`config.mk`:
```
export PLATFORM = sky130hd
export DESIGN_NAME = alu_operand_sequencer
export DESIGN_NICKNAME = d
export VERILOG_FILES = /design/src/rtl/alu_operand_sequencer.sv
export SDC_FILE = /design/constraint.sdc
export NUM_CORES = 2
export LEC_CHECK = 0
export BUFFER_PORTS_ARGS = -buffer_cell sky130_fd_sc_hd__buf_2
export CORE_UTILIZATION = 50
export DETAILED_ROUTE_END_ITERATION = 6
export PLACE_DENSITY = 0.71
export SYNTH_ARGS = -nofsm -noshare
export SYNTH_HDL_FRONTEND = slang
export SYNTH_SLANG_ARGS = --single-unit
```
`constraint.sdc`:
```
create_clock -name clk -period 4.95 [get_ports clk]
set_input_delay 0.99 -clock clk [delete_from_list [all_inputs] [get_ports clk]]
set_output_delay 0.99 -clock clk [all_outputs]
set_load 0.05 [all_outputs]
```
`src/rtl/alu_operand_sequencer.sv`:
```
// alu_operand_sequencer
// Operand/control stage in front of the 32-bit ALU. It holds the register bank and accepts one
// {op, rs, rt, rd} command at a time. It drives the ALU operands and waits out the ALU latency.
// It then captures the result, writes it back to rd and returns it on a valid/ready response port.
module alu_operand_sequencer #(
    parameter int DATA_W  = 32,
    parameter int RADDR_W = 5,
    parameter int ALU_LAT = 1
) (
    input  logic               clk,
    input  logic               rst_n,
    input  logic               cmd_valid,
    output logic               cmd_ready,
    input  logic [3:0]         cmd_op,
    input  logic [RADDR_W-1:0] cmd_rs,
    input  logic [RADDR_W-1:0] cmd_rt,
    input  logic [RADDR_W-1:0] cmd_rd,
    input  logic               ld_en,
    input  logic [RADDR_W-1:0] ld_addr,
    input  logic [DATA_W-1:0]  ld_data,
    output logic [DATA_W-1:0]  alu_x,
    output logic [DATA_W-1:0]  alu_y,
    output logic [3:0]         alu_s,
    input  logic [DATA_W-1:0]  alu_r,
    input  logic               alu_zflag,
    output logic               res_valid,
    input  logic               res_ready,
    output logic [DATA_W-1:0]  res_data,
    output logic               res_zero,
    output logic               res_err,
    output logic [RADDR_W-1:0] res_rd
);

    localparam int NREGS = 2 ** RADDR_W;
    localparam int CNT_W = (ALU_LAT < 2) ? 1 : $clog2(ALU_LAT + 1);

    typedef enum logic [1:0] {
        S_IDLE,
        S_WAIT,
        S_CAPT,
        S_RESP
    } state_t;

    state_t              r_state;
    state_t              w_next;
    logic                r_cmd_ready;
    logic [CNT_W-1:0]    r_cnt;
    logic [DATA_W-1:0]   r_bank [NREGS];
    logic [DATA_W-1:0]   r_alu_x;
    logic [DATA_W-1:0]   r_alu_y;
    logic [3:0]          r_alu_s;
    logic                r_res_valid;
    logic [DATA_W-1:0]   r_res_data;
    logic                r_res_zero;
    logic                r_res_err;
    logic [RADDR_W-1:0]  r_res_rd;

    logic                w_accept;
    logic                w_legal;
    logic                w_ld_we;
    logic                w_wb_we;
    logic [DATA_W-1:0]   w_rs_data;
    logic [DATA_W-1:0]   w_rt_data;

    // Ops the ALU implements; anything else is answered with an error and never reaches the ALU.
    function automatic logic f_legal(input logic [3:0] op);
        case (op)
            4'd0, 4'd1, 4'd2, 4'd6, 4'd7, 4'd12: f_legal = 1'b1;
            default:                             f_legal = 1'b0;
        endcase
    endfunction

    assign w_accept  = cmd_valid && r_cmd_ready;
    assign w_legal   = f_legal(cmd_op);
    assign w_rs_data = (cmd_rs == '0) ? '0 : r_bank[cmd_rs];
    assign w_rt_data = (cmd_rt == '0) ? '0 : r_bank[cmd_rt];
    assign w_ld_we   = ld_en && (r_state == S_IDLE) && (ld_addr != '0);
    assign w_wb_we   = (r_state == S_CAPT) && (r_res_rd != '0);

    // State register and a registered cmd_ready, which stays low while reset is asserted.
    always_ff @(posedge clk or negedge rst_n) begin
        if (!rst_n) begin
            r_state     <= S_IDLE;
            r_cmd_ready <= 1'b0;
        end else begin
            r_state     <= w_next;
            r_cmd_ready <= (w_next == S_IDLE);
        end
    end

    // Next-state decode for the IDLE -> WAIT -> CAPT -> RESP -> IDLE sequence.
    always_comb begin
        // NOTE: the next state defaults to the current one first, so no branch can infer a latch.
        w_next = r_state;
        case (r_state)
            S_IDLE: if (w_accept) w_next = w_legal ? S_WAIT : S_RESP;
            S_WAIT: if (r_cnt == CNT_W'(1)) w_next = S_CAPT;
            S_CAPT: w_next = S_RESP;
            S_RESP: if (r_res_valid && res_ready) w_next = S_IDLE;
            default: w_next = S_IDLE;
        endcase
    end

    // Operand launch, latency count, result capture and response hold.
    always_ff @(posedge clk or negedge rst_n) begin
        if (!rst_n) begin
            r_alu_x     <= '0;
            r_alu_y     <= '0;
            r_alu_s     <= '0;
            r_cnt       <= '0;
            r_res_valid <= 1'b0;
            r_res_data  <= '0;
            r_res_zero  <= 1'b0;
            r_res_err   <= 1'b0;
            r_res_rd    <= '0;
        end else begin
            case (r_state)
                S_IDLE: begin
                    if (w_accept) begin
                        r_res_rd <= cmd_rd;
                        if (w_legal) begin
                            r_alu_x <= w_rs_data;
                            r_alu_y <= w_rt_data;
                            r_alu_s <= cmd_op;
                            r_cnt   <= CNT_W'(ALU_LAT);
                        end else begin
                            r_res_valid <= 1'b1;
                            r_res_err   <= 1'b1;
                            r_res_data  <= '0;
                            r_res_zero  <= 1'b0;
                        end
                    end
                end
                S_WAIT: r_cnt <= r_cnt - CNT_W'(1);
                S_CAPT: begin
                    r_res_data  <= alu_r;
                    r_res_zero  <= alu_zflag;
                    r_res_valid <= 1'b1;
                    r_res_err   <= 1'b0;
                end
                S_RESP: if (res_ready) r_res_valid <= 1'b0;
                default: ;
            endcase
        end
    end

    // Register bank: host loads while idle, ALU writeback on the capture edge, index 0 never written.
    always_ff @(posedge clk or negedge rst_n) begin
        if (!rst_n) begin
            // NOTE: every entry is reset because reset must leave the whole bank reading 0.
            for (int i = 0; i < NREGS; i++) r_bank[i] <= '0;
        end else begin
            // NOTE: non-blocking, so a command accepted on the same edge as a load reads the old value.
            if (w_ld_we) r_bank[ld_addr] <= ld_data;
            if (w_wb_we) r_bank[r_res_rd] <= alu_r;
        end
    end

    assign cmd_ready = r_cmd_ready;
    assign alu_x     = r_alu_x;
    assign alu_y     = r_alu_y;
    assign alu_s     = r_alu_s;
    assign res_valid = r_res_valid;
    assign res_data  = r_res_data;
    assign res_zero  = r_res_zero;
    assign res_err   = r_res_err;
    assign res_rd    = r_res_rd;

endmodule

```
==> impl_metrics.csv <==
group,metric,value,unit
global_routing,groute.usage.overall,37.0,%
worst_hold_path,hp-class,"input pin to asynchronous set/reset pin",
global_routing,maximum_number_of_pins_on_one_net_before_global_route_repair,166,
status,status,"finished clean",
clock_tree,tritoncts_num_sinks,1136,
pwr,worst_ir_drop_vdd,366,uV
synth,synth-edff-count,0,
route,route.detailed.wl_per_inst,31.1,um
sta,report.final.setup_viol,0,
floorplan,core_area,135000,sq um
layout,final_cell_area,74500,sq um
layout,post_route_cells_drive_above_1_share,14.9,%
clock_tree,postCtsSetupRepairBufs,0,
clock_tree,clock_tree_from_tritoncts,"done",
job,max_cap_violations,0,
placement,dp_cells,8077,
synth,async_flop_share,100,%
placement,buffers_on_ports,202,
layout,finish.cell_count_without_fillers,8332,
sta,max-slew-margin-rel,19.4,%
placement,gpl.final_weighted_congestion,0.949,
layout,finish.net_count,6525,
sta,final_slew_violations,0,
sta,hold_violations,0,
layout,most-common-layout-cells,"mux2i_1 (1516), dfrtp_1 (1136), nand2_1 (638)",
layout,area.sequential,28400,sq um
route,drt-pass1-iter-count,7,
worst_setup_path,reg2reg_slack,1.37,ns
pwr,totalPowerFinal,39100,uW
worst_setup_path,timing.critical_path.max_delay_family,"simple AND/OR/NAND/NOR gates",
route,antenna_violating_nets_post_route,0,
placement,post-dp-hpwl,155,mm
worst_setup_path,critical_path_depth,6,
layout,layout.cells.most_common,"mux2i_1",
synth,synth_top_area_cell,"dfrtp_1",
global_routing,grt_antenna_before_repair,22,
synth,ys_seq_elements,1136,
worst_setup_path,crit_path_end_kind,"flip-flop",
clock_tree,postCtsHoldBufs,0,
sta,fin_tns_setup,0,ns
floorplan,rows,135,
sta,unrepaired_setup_endpoints_after_global_routing,"no",
worst_setup_path,required_time_reported_for_the_critical_path_endpoint,5.57,ns
route,routed_wl,259,mm
clock_tree,tritoncts.num_buffers,133,
pwr,power.static_leakage,0.0342,uW
worst_setup_path,r2r.worst_path.cells,6,
route,routed-via-count,57200,
worst_setup_path,cp_max_fo,15,
synth,synth_top_area_share,41.6,%
worst_setup_path,r2r-start,"r_state[1]",
synth,yosys.cell_types.count,59,
global_routing,grt_pass1_wl,373,mm
placement,placed_area,70000,sq um
floorplan,start_util,50.4,%
clock_tree,buffer_levels_on_the_longest_clock_path,3,
floorplan,die_width,372,um
floorplan,io_pins,203,
worst_setup_path,crit_slowest_cell,"nor4b_2",
sta,min_period_over_period,72.4,%
sta,finalWorstPathRequiredPeriod,3.58,ns
worst_setup_path,path_cells,"nor4b_2 > nand2b_1 > nor2_4 > buf_12 > mux2i_1 > o21ai_0",
floorplan,full_die_area,138000,sq um
sta,achievable-frequency,279,MHz
synth,synth_ff_type,"dfrtp_1",
synth,synth.cell_area,68300,sq um
synth,synth.net_count,6786,
clock_tree,number_of_gates_resized_after_cts,0,
floorplan,die-height,372,um
route,mean_number_of_vias_per_cell,6.87,
worst_setup_path,critical_path.startpoint_type,"flip-flop",
clock_tree,cts.root.buffer_cell,"clkbuf_16",
synth,synth_area_leaders,"dfrtp_1 (42%), mux2i_1 (22%), mux4_2 (8.4%)",
layout,final.fill_count,11600,
synth,seq_area_frac_synth,41.6,%
worst_setup_path,path_class,"flip-flop to flip-flop",
layout,multi_input_logic_area,36700,sq um
worst_setup_path,worst_ep_arrival_time,4.21,ns
synth,synth.yosys.warnings,0,
route,first_iter_violations,8048,
layout,syn_to_final_growth,9.06,%
synth,synthCells,6692,
clock_tree,ctsHtreeMaxLevel,4,
sta,finalClockSkew,0.0307,ns
clock_tree,clk_latency,0.81,ns
global_routing,grt_pass1_vias,54500,
clock_tree,cts.clk_slew.worst_paths,0.06,ns
worst_setup_path,timing.rr.end,"r_bank[100]",
synth,avgSynthCellArea,10.2,sq um
worst_setup_path,crit_buf_inv,1,
route,post-route-drc-count,0,
pwr,power_density,524,nW/um^2
sta,worstMarginPinSlew,1.21,ns
global_routing,grt_remaining_overflow,0,
worst_setup_path,worst_path_largest_cell_delay,0.85,ns
flip-flops by register name (all words and copies together), names as in the netlist:
name	count
alu_s	4
alu_x	32
alu_y	32
cmd_ready	1
r_bank	1024
r_cnt	1
r_state	2
res_data	32
res_err	1
res_rd	5
res_valid	1
res_zero	1
routing by layer:
| layer | global-route usage [%] | part of all wire, % | vias up | wire length [um] |
|---|---|---|---|---|
| li1 | - | - | 23600 | - |
| met1 | 47.5 | 37 | 28200 | 95200 |
| met3 | 11.5 | 13 | 1099 | 33200 |
| met5 | 0 | 0.052 | - | 134 |
| met4 | 24.8 | 7.4 | 22 | 19300 |
| met2 | 53.5 | 43 | 4267 | 111000 |
metrics by stage:
stage | util (%) | worst slack (ns) | hold slack (ns)
global placement | 51.7 | 1.14 | 0.377
detailed placement | 51.7 | 1.09 | 0.388
CTS | 55.0 | 1.51 | 0.190
finish | 55.0 | 1.37 | 0.199
floorplan | - | 2.32 | 0.441
global route | 55.0 | 1.33 | 0.210
cell type report:
cell class	instances	area share, %
Clock buffer	206	5.44
Clock inverter	34	0.529
Sequential cell	1136	38.2
Inverter	1	0.00504
Tap cell	1781	2.99
Multi-Input combinational cell	4796	49.2
Timing Repair Buffer	363	3.63
Antenna cell	15	0.0504
cell families (layout without fill, tap and decap cells):
kind of cell / Yosys count / after routing / synth area share, %
buf+inv: 760 / 604 / 5.31
compound gates: 1498 / 1498 / 12.6
simple gates: 1472 / 1472 / 8.89
other cells: 0 / 15 / 0
mux: 1826 / 1826 / 31.5
flops: 1136 / 1136 / 41.6
worst reg2reg max path, cell delays in order (launching register included):
cell	delay (ns)
dfrtp_1	0.57
nor4b_2	0.85
nand2b_1	0.61
nor2_4	0.75
buf_12	0.28
mux2i_1	0.25
o21ai_0	0.10
synthesized netlist by cell type, drive strengths merged, types with 4 or more instances:
| library cell | n |
|---|---|
| mux2i | 1516 |
| dfrtp | 1136 |
| nand2 | 668 |
| a21oi | 639 |
| nor2 | 622 |
| o21ai | 481 |
| clkbuf | 472 |
| buf | 287 |
| mux4 | 256 |
| a22oi | 174 |
| nand3 | 105 |
| mux2 | 54 |
| o22ai | 52 |
| a32o | 50 |
| a22o | 49 |
| nor2b | 24 |
| a211oi | 16 |
| o41ai | 14 |
| a311oi | 12 |
| nand2b | 8 |
| and2 | 6 |
| and2b | 5 |
| and3b | 5 |
| or2 | 5 |
| a221oi | 4 |
| nand3b | 4 |
| nand4 | 4 |
| nor3 | 4 |
where the power goes:
part | switching [uW] | leakage, uW | internal (uW)
Clock | 4200 | 0.00219 | 5960
Combinational | 6660 | 0.0178 | 5680
Sequential | 3360 | 0.0143 | 13200
Total | 14200 | 0.0342 | 24800
worst max path at each step:
stage               start          end  slack, ns
6_report       r_state[1]  r_bank[100]       1.37
5_1_grt        r_state[1]   r_bank[98]       1.33
3_5_place_dp   ld_addr[1]  r_bank[101]       1.09
3_3_place_gp   ld_addr[1]  r_bank[111]       1.14
2_1_floorplan   cmd_rt[0]    alu_y[10]       2.32
4_1_cts        r_state[1]  r_bank[108]       1.51
Power figures use the tool's default switching activity.
